[src/rtl/or1200_pcgen.sv]
// Instruction-fetch PC generator: issues fetch addresses to the instruction cache
// and redirects on branches/exceptions, discarding responses that arrive after a redirect.
module or1200_pcgen #(
  parameter logic [31:0] RESET_VECTOR = 32'h0000_0100
) (
  input  logic        clk,
  input  logic        rst,
  output logic [31:0] icpu_adr_o,
  output logic        icpu_cycstb_o,
  output logic [3:0]  icpu_sel_o,
  input  logic        icpu_ack_i,
  input  logic        icpu_err_i,
  input  logic        genpc_freeze,
  input  logic        genpc_refetch,
  input  logic        branch_taken,
  input  logic [31:0] branch_addr,
  input  logic        except_start,
  input  logic [31:0] except_vector,
  output logic        if_kill,
  output logic [31:0] pc_cur
);

  typedef enum logic [1:0] {
    ST_IDLE  = 2'd0,
    ST_REQ   = 2'd1,
    ST_HOLD  = 2'd2,
    ST_DRAIN = 2'd3
  } state_e;

  state_e      r_state, w_state_nxt;
  logic [31:0] r_pc, w_pc_nxt;
  logic [31:0] r_target, w_target_nxt;
  logic        r_adv_pend, w_adv_pend_nxt;

  logic        w_redir;
  logic [31:0] w_redir_addr;
  logic        w_ack;
  logic        w_err;
  logic        w_resp;

  // Exceptions outrank branches; targets are always word aligned.
  assign w_redir      = except_start | branch_taken;
  assign w_redir_addr = except_start ? {except_vector[31:2], 2'b00}
                                     : {branch_addr[31:2], 2'b00};
  // A simultaneous ack and err is an error response.
  assign w_err  = icpu_err_i;
  assign w_ack  = icpu_ack_i & ~icpu_err_i;
  assign w_resp = w_ack | w_err;

  // State register. Reset is synchronous and clears any pending redirect target.
  always_ff @(posedge clk) begin
    if (rst) begin
      r_state    <= ST_IDLE;
      r_pc       <= RESET_VECTOR;
      r_target   <= '0;
      r_adv_pend <= 1'b0;
    end else begin
      // NOTE: non-blocking assignments so every register samples pre-edge values.
      r_state    <= w_state_nxt;
      r_pc       <= w_pc_nxt;
      r_target   <= w_target_nxt;
      r_adv_pend <= w_adv_pend_nxt;
    end
  end

  // Next-state and datapath update.
  always_comb begin
    // NOTE: defaults first so no path through the case leaves a signal unassigned (no latches).
    w_state_nxt    = r_state;
    w_pc_nxt       = r_pc;
    w_target_nxt   = r_target;
    w_adv_pend_nxt = r_adv_pend;
    unique case (r_state)
      ST_IDLE: begin
        w_state_nxt = ST_REQ;
        if (w_redir) w_pc_nxt = w_redir_addr;
      end
      ST_REQ: begin
        if (w_resp && w_redir) begin
          w_pc_nxt = w_redir_addr;
        end else if (w_redir) begin
          w_target_nxt = w_redir_addr;
          w_state_nxt  = ST_DRAIN;
        end else if (w_err) begin
          w_adv_pend_nxt = 1'b0;
          w_state_nxt    = ST_HOLD;
        end else if (w_ack) begin
          if (genpc_refetch) begin
            w_pc_nxt = r_pc;
          end else if (genpc_freeze) begin
            w_adv_pend_nxt = 1'b1;
            w_state_nxt    = ST_HOLD;
          end else begin
            w_pc_nxt = r_pc + 32'd4;
          end
        end
      end
      ST_DRAIN: begin
        // The in-flight response belongs to the abandoned path.
        if (w_resp) begin
          w_pc_nxt    = w_redir ? w_redir_addr : r_target;
          w_state_nxt = ST_REQ;
        end else if (w_redir) begin
          w_target_nxt = w_redir_addr;
        end
      end
      ST_HOLD: begin
        if (w_redir) begin
          w_pc_nxt       = w_redir_addr;
          w_adv_pend_nxt = 1'b0;
          w_state_nxt    = ST_REQ;
        end else if (r_adv_pend && !genpc_freeze) begin
          w_pc_nxt       = r_pc + 32'd4;
          w_adv_pend_nxt = 1'b0;
          w_state_nxt    = ST_REQ;
        end
      end
      default: w_state_nxt = ST_IDLE;
    endcase
  end

  // Outputs.
  always_comb begin
    icpu_cycstb_o = (r_state == ST_REQ) || (r_state == ST_DRAIN);
    if_kill       = (r_state == ST_DRAIN) && w_resp && !rst;
    icpu_sel_o    = 4'hf;
    icpu_adr_o    = r_pc;
    pc_cur        = r_pc;
  end

endmodule

[config.mk]
export PLATFORM = sky130hd
export DESIGN_NAME = or1200_pcgen
export DESIGN_NICKNAME = d
export VERILOG_FILES = /design/src/rtl/or1200_pcgen.sv
export SDC_FILE = /design/constraint.sdc
export NUM_CORES = 1
export LEC_CHECK = 0
export CAP_MARGIN = 20
export CORE_MARGIN = 4
export CORE_UTILIZATION = 51
export CTS_CLUSTER_SIZE = 12
export DETAILED_ROUTE_END_ITERATION = 8
export PLACE_DENSITY = 0.89
export SYNTH_ARGS = -nofsm -noshare
export SYNTH_HDL_FRONTEND = slang
export SYNTH_SLANG_ARGS = --single-unit
[constraint.sdc]
create_clock -name clk -period 5.2 [get_ports clk]
set_input_delay 0.52 -clock clk [delete_from_list [all_inputs] [get_ports clk]]
set_output_delay 0.52 -clock clk [all_outputs]
set_load 0.02 [all_outputs]
---- Yosys cells after proc, flatten, opt, wreduce, memory -nomap -nowiden ----
Cells that the tools add are included.
word-level totals
  output and inout bits ................... 70
  bits of input ports ..................... 72
  register bits after elaboration ......... 67
cells by class
  reduce and logical (&&, ||, !) cells .... 14
  multiplexer cells ....................... 35
  equal/unequal tests ..................... 20
  add/subtract/negate cells ............... 1
  bitwise operators ....................... 4
operators by type and width
  cell                                                             number
  32-bit two-way mux                                               14
  32-bit case mux with 4 select lines                              1
  32-bit case mux with 2 select lines                              1
  32-bit by 3-bit adder with 32-bit output, second input constant  1
  3-bit inequality test, second input constant                     9
  2-bit two-way mux                                                9
  4-bit inequality test, second input constant                     3
  2-bit inequality test, second input constant                     5
  1-bit two-way mux                                                8
  2-bit case mux with 4 select lines                               1
  8-bit AND reduction                                              1
  7-bit AND reduction                                              1
  6-bit AND reduction                                              1
  2-bit == test, second input constant                             2
  1-bit logical AND                                                4
  2-bit nonzero test                                               2
  3-bit AND reduction                                              1
  2-bit by 1-bit == test with 1-bit output, second input constant  1
  1-bit zero test                                                  2
  2-bit zero test                                                  1
  1-bit bitwise OR                                                 2
  1-bit case mux with 2 select lines                               1
  1-bit AND                                                        1
  1-bit logical OR                                                 1
  1-bit inverter                                                   1

---- Depth between registers and ports, before layout ----
Gate-level depths: netlist (run 1).
  depth in word-level cells ............... 8
  depth in mapped cells ................... 9
  depth with buffers taken out ............ 6

---- Worst setup path before layout (run 1) ----
Ideal clock, no wire load.
  path type ............................... register to register
  from .................................... register r_pc[2], in the netlist icpu_adr_o[2]
  to ...................................... register r_pc[14], in the netlist icpu_adr_o[14]
  path buffers ............................ 1
  data arrival time ....................... 2005 ps
  period minus slack after synthesis ...... 2133 ps
  slack ................................... 3067 ps
  library setup time ...................... 129 ps
  cell stages (with the launch flop) ...... 8
  cell sequence ........................... dfxtp_1 -> ha_1 -> clkbuf_1 -> nand4_1 -> nor4_4 -> nor4_1 -> a2111oi_0 -> nor2_1
on the way
  cells in the longest elaborated chain, start to end .. 8
  elaborated cells on any way between the ends .. 10
  those cells by class .................... add/sub (1); mux (9)
RTL lines
  what                                          RTL line  source
  start: declaration                            31        logic [31:0] r_pc, w_pc_nxt;
  start signal: assignment                      60        r_pc <= w_pc_nxt;
  32-bit by 3-bit adder with 32-bit output (*)  94, 113
  32-bit two-way mux                            90        end else if (genpc_freeze) begin
  32-bit two-way mux                            88        if (genpc_refetch) begin
  32-bit two-way mux                            87        end else if (w_ack) begin
  32-bit two-way mux                            84        end else if (w_err) begin
  32-bit two-way mux                            81        end else if (w_redir) begin
  32-bit two-way mux                            79        if (w_resp && w_redir) begin
  32-bit case mux with 4 select lines (*)       73        unique case (r_state)
Mark *: on every way between the ends. The rest lies on a longest branch, timed or not. The select of a mux whose other input is x is not followed.
A chain may end at the register's enable or synchronous reset.

---- Worst setup path in the final report (run 1) ----
  from .................................... input branch_taken
  to ...................................... register r_pc[13], in the netlist icpu_adr_o[13]
on the way
  cells in the longest elaborated chain, start to end .. 4
  elaborated cells on any way between the ends .. 15
  those cells by class .................... eq/ne (7); mux (5); bitwise (1); reduce/logical (2)
RTL lines
  what                                                                                         RTL line  source
  start: declaration                                                                           15        input logic branch_taken,
  1-bit bitwise OR (*)                                                                         42        assign w_redir = except_start | branch_taken;
  1-bit logical AND / 32-bit two-way mux (equally long branches)                               -
  3-bit inequality test (no line) (tied with other cells)                                      -
  8-bit AND reduction (no line) / 32-bit case mux with 4 select lines (equally long branches)  -
Marks and branches as above.

==> results of run 1 <==
through the flow:
stage                util  setup slack [ps]  cells  area [µm²]  hold slack (ps)
floorplan               -              3070    535        4490              446
global placement    0.657              1810    701        5500              457
detailed placement  0.660              1760    702        5530              456
CTS                 0.684              2110    718        5740              470
global route        0.686              2100    719        5750              490
finish              0.686              2210    719        5750              468
cell families (layout without fill, tap and decap cells):
family                     Yosys count  in the layout  synth area share
AOI/OAI and AO/OA                  168            168             0.285
and+or+nand+nor                    161            161             0.193
buffers and inverters               90            169             0.118
DFF                                 67             67             0.299
muxes                               43             43            0.0994
adders and majority gates            1              1           0.00279
other                                1              4          0.000836
xor gates and xnor gates             1              1           0.00195
metal layers:
metal  up-vias  part of all wire  wire [µm]
met5         -                 0          0
met4         0             0.021        286
met3        43              0.14       1880
met2       379              0.48       6540
met1      2228              0.37       5050
li1       2138                 -          -
state kept, by name, summed over array words and instances, names as in the netlist:
signal,count
r_adv_pend,1
r_target,32
r_state,2
icpu_adr_o,32
power by group:
group / total, W / internal (W) / switching [W]
registers: 0.000605 / 0.000548 / 0.0000574
logic: 0.000442 / 0.000210 / 0.000231
clock network: 0.000464 / 0.000230 / 0.000234
total: 0.00151 / 0.000988 / 0.000523
cells in the final DEF, fill, tap and decap left out, types with 7 or more instances in the layout:
cell and instances:
nor2_1 60, mux2_2 12, nand2_1 17, nand2b_1 7, clkdlybuf4s50_1 131, a21oi_1 24, dfxtp_1 67, o21ai_0 29
nand4_1 9, a211oi_1 22, nor3_1 14, mux2i_1 31, o2bb2ai_1 9, clkbuf_8 9, inv_1 15, nand3_1 14
a2bb2oi_1 7
path summary, 6_finish.rpt:
path              slack (ps)        endpoint  depth (start not counted)
setup / recovery        2210  icpu_adr_o[13]                          7
hold / removal           470   icpu_adr_o[0]                          2
setup reg to reg        2450  icpu_adr_o[13]                          6
hold reg to reg          470   icpu_adr_o[0]                          2
final cells by class:
cell class | count | area, µm²
Clock buffer | 9 | 124
Clock inverter | 7 | 81.3
Timing Repair Buffer | 138 | 1380
Inverter | 15 | 56.3
Fill cell | 636 | 2640
Tap cell | 105 | 131
Sequential cell | 67 | 1340
Multi-Input combinational cell | 378 | 2630
worst max-delay path: stages:
cell	delay [ps]
clkdlybuf4s50_1	610
nor2_2	700
nand3_1	260
nand2b_1	510
buf_6	260
a21oi_1	50
o32ai_1	300
==> results.toml, run 1 <==
[yosys]
synth_top_cells_by_count = "dfxtp_1 (67), nor2_1 (60), buf_4 (40)"
synth_cell_type_count = 76
ys.warnings.count = 0
async_flop_share = 0
synth_cells = 532
netlist_top_cells_area = "dfxtp_1 (30%), mux2i_1 (6.9%), buf_4 (6.7%)"
synth_edf_count = 0
ys_ff_latch = 67
netlist_area_um2 = 4480
synth_top_cell_by_area = "dfxtp_1"
synth_seq_area_share = 0.299
synth_most_common_cell = "dfxtp_1"
syn_avg_cell_area_um2 = 8.43
synth_top_area_frac = 0.299
synthFlopType = "dfxtp_1"

[pwr]
powerDensity_nw_per_um2 = 263
total_power_w = 0.00151
peakVddDrop_mv = 0.167
power_leakage_nw = 2.05

[timing]
hold_viol_final = 0
period_share = 0.574
worstMarginPinSlew_ps = 1030
finalCriticalPeriod_ps = 2990
setup_viol = 0
grt_setup_unrepaired = "false"
setup_tns_ps = 0
slew_violations = 0
fmax_ghz = 0.335
skew_ps = 4.42
max_slew_margin = 0.313

[placement]
dpl.hpwl_um = 9660
portBuffers = 133
place.gp.congestion = 0.945

[critical_path]
worstPathArrival_ps = 3230
reg2reg_from = "r_state[1]"
start_kind = "primary input"
cp.required_ps = 5440
cp-end-kind = "register"
critPathLaunch = "branch_taken"
path_max_fanout = 18
critPathKind = "in -> reg"

[die]
fp.coreArea_um2 = 8380
ios = 142
die-area_um2 = 10400
rows = 33
initial_core_util = 0.535
chipHeight_um = 102
die_w_um = 102

[detailed_routing]
drtIter0Drc = 570
ant_nets = 0
drc_errors = 0
wl_per_cell_um = 19.1
wl_um = 13700
vias = 4788
first_pass_iters = 6
viasPerCell = 6.66

[global_route]
grtUsageMet1 = 0.335
grt_usage = 0.255
overflow = 0
grt_max_degree = 43
grt_first_pass_wirelength_um = 21300
antenna_found_initial = 0
use_met3 = 0.0489
first_global_vias = 4342
grt_use_met2 = 0.415
gr-max-usage-layer = "met2"

[clocking]
htreeDepth = 3
post_cts_resized = 0
clock_latency_ps = 350
clockBufferDepth = 2
cts_tree = "yes"
cts_hold_buffers = 0
numCtsBuffers = 9
numClockSinks = 67
clk_pin_slew_ps = 80
root_buffer = "clkbuf_8"
cts_setup_buffers = 0

[min_path]
worstHoldPathType = "reg -> reg"
hp-start = "r_target[0]"

[finish]
drive_gt1_frac = 0.0945
nets = 682
areaGrowthSynthToFinish_pct = 28.2
diodes = 0

[run_status]
status = "finished clean"

[job]
max_cap_viol_count = 0
(Power assumes the default switching activity.)
==> run 2, diff against run 1 <==
--- a/config.mk
+++ b/config.mk
@@ -7,10 +7,10 @@
 export LEC_CHECK = 0
 export CAP_MARGIN = 20
 export CORE_MARGIN = 4
-export CORE_UTILIZATION = 51
+export CORE_UTILIZATION = 47
 export CTS_CLUSTER_SIZE = 12
 export DETAILED_ROUTE_END_ITERATION = 8
-export PLACE_DENSITY = 0.89
+export PLACE_DENSITY = 0.83
 export SYNTH_ARGS = -nofsm -noshare
 export SYNTH_HDL_FRONTEND = slang
 export SYNTH_SLANG_ARGS = --single-unit
==> constraint.sdc (replaced) <==
create_clock -name clk -period 3.1 [get_ports clk]
set_input_delay 0.31 -clock clk [delete_from_list [all_inputs] [get_ports clk]]
set_output_delay 0.31 -clock clk [all_outputs]
set_load 0.02 [all_outputs]
==> run 2 against run 1 <==
  * Die area rose by 7.8%
  * Clock skew grew 6.5 ps
  * Register-to-register slack got worse by 1900 ps
  * Critical endpoint is now if_kill
==> results.toml, run 2 (synthesis results as in run 1) <==
[global_route]
grt_usage = 0.245
first_global_vias = 4384
grt_max_degree = 53
overflow = 0
grt_first_pass_wirelength_um = 22300
antenna_found_initial = 0

[timing]
period_share = 0.815
hold_viol_final = 0
skew_ps = 10.9
finalCriticalPeriod_ps = 2530
slew_violations = 0
max_slew_margin = 0.497
fmax_ghz = 0.396
hold_slack_ps = 362
setup_viol = 0
setup_tns_ps = 0
grt_setup_unrepaired = "false"
worstMarginPinSlew_ps = 755

[critical_path]
start_kind = "register"
critPathKind = "reg -> out"
cp-end-kind = "output pin"
worstPathArrival_ps = 2220
cp.required_ps = 2790
path_max_fanout = 17

[pwr]
power_leakage_nw = 2.11
peakVddDrop_mv = 0.281
total_power_w = 0.00263
powerDensity_nw_per_um2 = 449

[clocking]
cts_hold_buffers = 0
post_cts_resized = 0
numClockSinks = 67
clockBufferDepth = 2
clk_pin_slew_ps = 80
htreeDepth = 3
cts_setup_buffers = 0
clock_latency_ps = 360
cts_tree = "yes"
root_buffer = "clkbuf_8"
numCtsBuffers = 9

[min_path]
worstHoldPathType = "in -> reg"

[finish]
ff_latch_area_um2 = 1340
multi_input_area_um2 = 2630
drive_gt1_frac = 0.108
final_cells = 752
areaGrowthSynthToFinish_pct = 30.7
nFillCells = 826
final_cell_mix = "clkdlybuf4s50_1 (131), dfxtp_1 (67), nor2_1 (60)"
layout_commonest_cell = "clkdlybuf4s50_1"
fin_area_um2 = 5860
nets = 691
diodes = 0

[detailed_routing]
wl_um = 14200
ant_nets = 0
drtIter0Drc = 318
viasPerCell = 6.14
first_pass_iters = 5
wl_per_cell_um = 18.9
vias = 4620
drc_errors = 0

[placement]
portBuffers = 133
dpl_cell_area_um2 = 5630
dpl.hpwl_um = 10200
dp.cells = 736
place.gp.congestion = 0.894

[die]
rows = 35
die-area_um2 = 11200
fp.coreArea_um2 = 9280
ios = 142
initial_core_util = 0.483
chipHeight_um = 106
die_w_um = 106

[job]
max_cap_viol_count = 0

[run_status]
status = "finished clean"
[run 2: final timing paths]
| check | start | endpoint | slack, ps | depth (start not counted) |
|---|---|---|---|---|
| setup reg to reg | icpu_adr_o[3] | icpu_adr_o[14] | 580 | 6 |
| hold reg to reg | r_target[1] | r_target[1] | 490 | 1 |
| setup / recovery | r_state[1] | if_kill | 570 | 3 |
| hold / removal | rst | r_target[13] | 360 | 2 |
[run 2: final cells by class]
type,count,area share
timing repair buffer,147,0.246
multi-input combinational,378,0.449
clock inverter,6,0.0162
inverter,15,0.00961
sequential,67,0.229
tap,129,0.0275
clock buffer,10,0.0235
[run 2: worst max-delay path: stages (launching register included)]
cell             delay, ps
dfxtp_1                670
nand2_1                310
nor3_1                 240
clkdlybuf4s50_1        640
[run 2: power breakdown]
group	internal [W]	switching [W]	total, W
logic	0.000359	0.000392	0.000751
clock network	0.000484	0.000390	0.000874
registers	0.000919	0.0000904	0.00101
total	0.00176	0.000872	0.00263
[run 2: metal layers]
metal | share of wire | routed length [µm] | up-vias | track usage
li1 | - | - | 2160 | -
met1 | 0.41 | 5880 | 2203 | 0.314
met2 | 0.49 | 6890 | 237 | 0.412
met3 | 0.083 | 1190 | 20 | 0.0459
met4 | 0.018 | 251 | 0 | 0.0879
met5 | 0 | 0 | - | 0
[run 2: metrics by stage]
| stage | worst slack, ps | utilization |
|---|---|---|
| 3_3_place_gp | 431 | 0.606 |
| 5_1_grt | 400 | 0.631 |
| 3_5_place_dp | 395 | 0.606 |
| 6_report | 573 | 0.631 |
| 2_1_floorplan | 967 | - |
| 4_1_cts | 601 | 0.631 |
==> run 3, diff against run 2 <==
==> constraint.sdc (replaced) <==
create_clock -name clk -period 2.5 [get_ports clk]
set_input_delay 0.25 -clock clk [delete_from_list [all_inputs] [get_ports clk]]
set_output_delay 0.25 -clock clk [all_outputs]
set_load 0.02 [all_outputs]
==> run 3 against run 2 <==
  * Clock skew down 3.4 ps
  * Sequential share of layout area down 0.59 points
  * Total power up 21%
  * Via count down 0.15%
  * Sequential power up 23%
  * Critical path depth unchanged
  * Combinational power up 30%
  * Die area unchanged
  * Largest cell class unchanged
  * Hold slack better by 74 ps
==> results.toml, run 3 (synthesis results as in run 1) <==
[clocking]
clk_pin_slew_ps = 80
clock_latency_ps = 350
numClockSinks = 67
htreeDepth = 3
cts_hold_buffers = 0
root_buffer = "clkbuf_8"
cts_tree = "yes"
post_cts_resized = 0
clockBufferDepth = 2
cts_setup_buffers = 0
numCtsBuffers = 9

[timing]
hold_viol_final = 0
period_share = 0.891
fmax_ghz = 0.449
worstMarginPinSlew_ps = 716
setup_tns_ps = 0
max_slew_margin = 0.522
fin_ws_ps = 273
finalCriticalPeriod_ps = 2230
slew_violations = 0
skew_ps = 7.47
grt_setup_unrepaired = "false"
setup_viol = 0

[detailed_routing]
first_pass_iters = 5
viasPerCell = 5.97
vias = 4613
ant_nets = 0
wl_um = 14100
wl_per_cell_um = 18.2
drtIter0Drc = 367
drc_errors = 0

[placement]
portBuffers = 133
dpl.hpwl_um = 10400
place.gp.congestion = 0.905
dp_slack_ps = 147
dp.cells = 757

[global_route]
antenna_found_initial = 0
first_global_vias = 4584
grt_usage = 0.252
grt_max_degree = 53
overflow = 0
grt_first_pass_wirelength_um = 22900

[die]
die-area_um2 = 11200
rows = 35
die_w_um = 106
fp.coreArea_um2 = 9280
chipHeight_um = 106
initial_core_util = 0.483
ios = 142

[finish]
areaGrowthSynthToFinish_pct = 34.2
final_cell_mix = "clkdlybuf4s50_1 (131), dfxtp_1 (67), nor2_1 (60)"
finish.utilization = 0.648
layout_commonest_cell = "clkdlybuf4s50_1"
nets = 712
drive_gt1_frac = 0.137
diodes = 0
final_cells = 773

[critical_path]
worstPathArrival_ps = 1980
cp.required_ps = 2250
critPathKind = "reg -> out"
cp-end-kind = "output pin"
path_max_fanout = 14
start_kind = "register"

[job]
max_cap_viol_count = 0

[run_status]
status = "finished clean"

[pwr]
peakVddDrop_mv = 0.313
power_leakage_nw = 2.20
powerDensity_nw_per_um2 = 529

[min_path]
worstHoldPathType = "in -> reg"
run 3: changes by cell type in the layout (fill, tap and decap cells not counted), moves of 2 or more:
cell	change
clkinvlp_4	+2
buf_12	+2
clkinv_4	-2
buf_4	+19
run 3: layer usage:
layer / vias to the layer above / track usage / part of all wire
li1: 2200 / - / -
met1: 2179 / 0.326 / 0.42
met2: 213 / 0.420 / 0.48
met3: 21 / 0.0508 / 0.085
met4: 0 / 0.0805 / 0.016
met5: - / 0 / 0
run 3: area by class of cell:
cell class,instances,area [µm²]
clock inverters,7,82.6
fillers,804,3270
well taps,129,161
clock buffers,9,124
repair buffers,168,1620
flip-flops and latches,67,1340
inverters,15,56.3
multi-input cells,378,2630
run 3: final timing paths:
| path | start | slack (ps) | to | depth (start not counted) |
|---|---|---|---|---|
| hold / removal | rst | 440 | r_target[24] | 2 |
| setup / recovery | r_state[0] | 270 | if_kill | 3 |
| hold reg to reg | r_target[0] | 480 | r_target[0] | 1 |
| setup reg to reg | r_state[0] | 380 | icpu_adr_o[2] | 6 |
run 3: critical path, cell delays in order, from the launching register on:
cell,delay [ps]
dfxtp_1,630
nand2_1,150
nor3_1,190
clkdlybuf4s50_1,650
run 3: metrics by stage:
step           total power, W  instance area, µm²  hold slack [ps]
2_1_floorplan         0.00184                4490              446
3_3_place_gp          0.00220                5810              461
3_5_place_dp          0.00223                5810              469
4_1_cts               0.00318                6020              426
5_1_grt               0.00333                6020              442
6_report              0.00319                6020              436
run 3: power breakdown:
group / switching (W) / internal [W] / total, W
clock: 0.000495 / 0.000478 / 0.000973
combinational: 0.000501 / 0.000475 / 0.000976
sequential: 0.0000974 / 0.00114 / 0.00124
total: 0.00109 / 0.00209 / 0.00319
==> RTL edit (settings of run 3) <==
Make the reset (`rst`) asynchronous in one clocked block.
--- a/src/rtl/or1200_pcgen.sv
+++ b/src/rtl/or1200_pcgen.sv
@@ -48,7 +48,7 @@
   assign w_resp = w_ack | w_err;
 
   // State register. Reset is synchronous and clears any pending redirect target.
-  always_ff @(posedge clk) begin
+  always_ff @(posedge clk or posedge rst) begin
     if (rst) begin
       r_state    <= ST_IDLE;
       r_pc       <= RESET_VECTOR;
Formal check against the unedited RTL: differs if rst is asserted again (counterexample within 4 cycles, from zero or initial values and one cycle with rst high); with rst held inactive, the same outputs for 4 cycles.
==> RTL edit against run 3 <==
  * Sequential cell count stayed put
  * Global-route usage grew 0.43 points
  * Final area increased by 8.5%
  * Wire length increased by 17%
  * Count of clock-buffer cells in the layout rose by 1
  * Setup slack worse by 0.0045 ns
  * Maximum frequency is 0.20% lower
  * Synthesized area increased by 13%
  * Register-to-register slack got worse by 0.11 ns
Power is not compared: it rests on default switching activity, and its combinational part moved more than twofold at a synthesized area within 25%.
==> RTL edit: results <==
{
  "synth_flop_cell": "dfrtp_1",
  "crit_end": "icpu_adr_o[27]",
  "r2r-end": "icpu_adr_o[27]",
  "met3_usage": 0.0462,
  "reg2regPathDepth": 5,
  "worst_pin_slew_ns": 0.624,
  "period_share": 0.893,
  "layout-drive-gt1-share": 0.139,
  "hold_class": "in2async",
  "gr-usage-met2": 0.408,
  "wl_met1_mm": 6.57,
  "dp_cells": 804,
  "clock_skew_ns": 0.00531,
  "yosys-top-cells-area": "dfrtp_1, mux2_2, buf_4, o31ai_1, o21ai_0",
  "final_cells": 820,
  "nets": 752,
  "synth.distinct_cells": 67,
  "nFillCells": 884,
  "status": "finished clean",
  "clk_pin_slew_worst_paths_ns": 0.07,
  "netlist_top_cells_count": "dfrtp_1, nand2_1, buf_4",
  "vias": 5308,
  "grt_start_max_net_pins": 68,
  "synth-adder-area-share": 0.00247,
  "globalRouteTotalUtil": 0.256,
  "synthMuxAreaShare": 0.0829,
  "reg2reg_slack_ns": 0.27,
  "wl_met2_mm": 7.80,
  "gr-usage-met1": 0.339,
  "place_congestion": 0.939,
  "r2r_start": "r_state[0]",
  "async_flop_share": 1.00,
  "postSynthAreaPerCell_um2": 8.70,
  "ys_seq_area_frac": 0.331,
  "crit_arrival_ns": 2.52,
  "grt_pass1_wl_mm": 26.6,
  "drt_first_iter_violations": 517,
  "placed_area_mm2": 0.00635,
  "holdWs_ns": 0.325,
  "wl_met3_mm": 1.58,
  "synth-compound-area-share": 0.335
}
## RTL edit: cell count changes after synthesis, sizes merged, moves of 19 or more
| cell | change |
|---|---|
| nand2 | +25 |
| dfxtp | -67 |
| dfrtp | +66 |
| o31ai | +19 |
| nor2 | -35 |
| mux2i | -22 |
| o21ai | +29 |
## RTL edit: cell type report
| cell class | instances | area [um^2] | area share |
|---|---|---|---|
| Clock buffer | 10 | 138 | 0.0211 |
| Clock inverter | 6 | 40.0 | 0.00613 |
| Timing Repair Buffer | 168 | 1600 | 0.245 |
| Sequential cell | 67 | 1680 | 0.257 |
| Multi-Input combinational cell | 425 | 2870 | 0.440 |
| Tap cell | 136 | 170 | 0.0261 |
| Inverter | 8 | 30.0 | 0.00460 |
## RTL edit: critical path, cell delays in order (launching register included)
cell     delay, ns
dfrtp_1       0.62
nor2b_1       0.32
a22o_1        0.45
nand2_1       0.20
o41ai_1       0.38
a31o_2        0.20
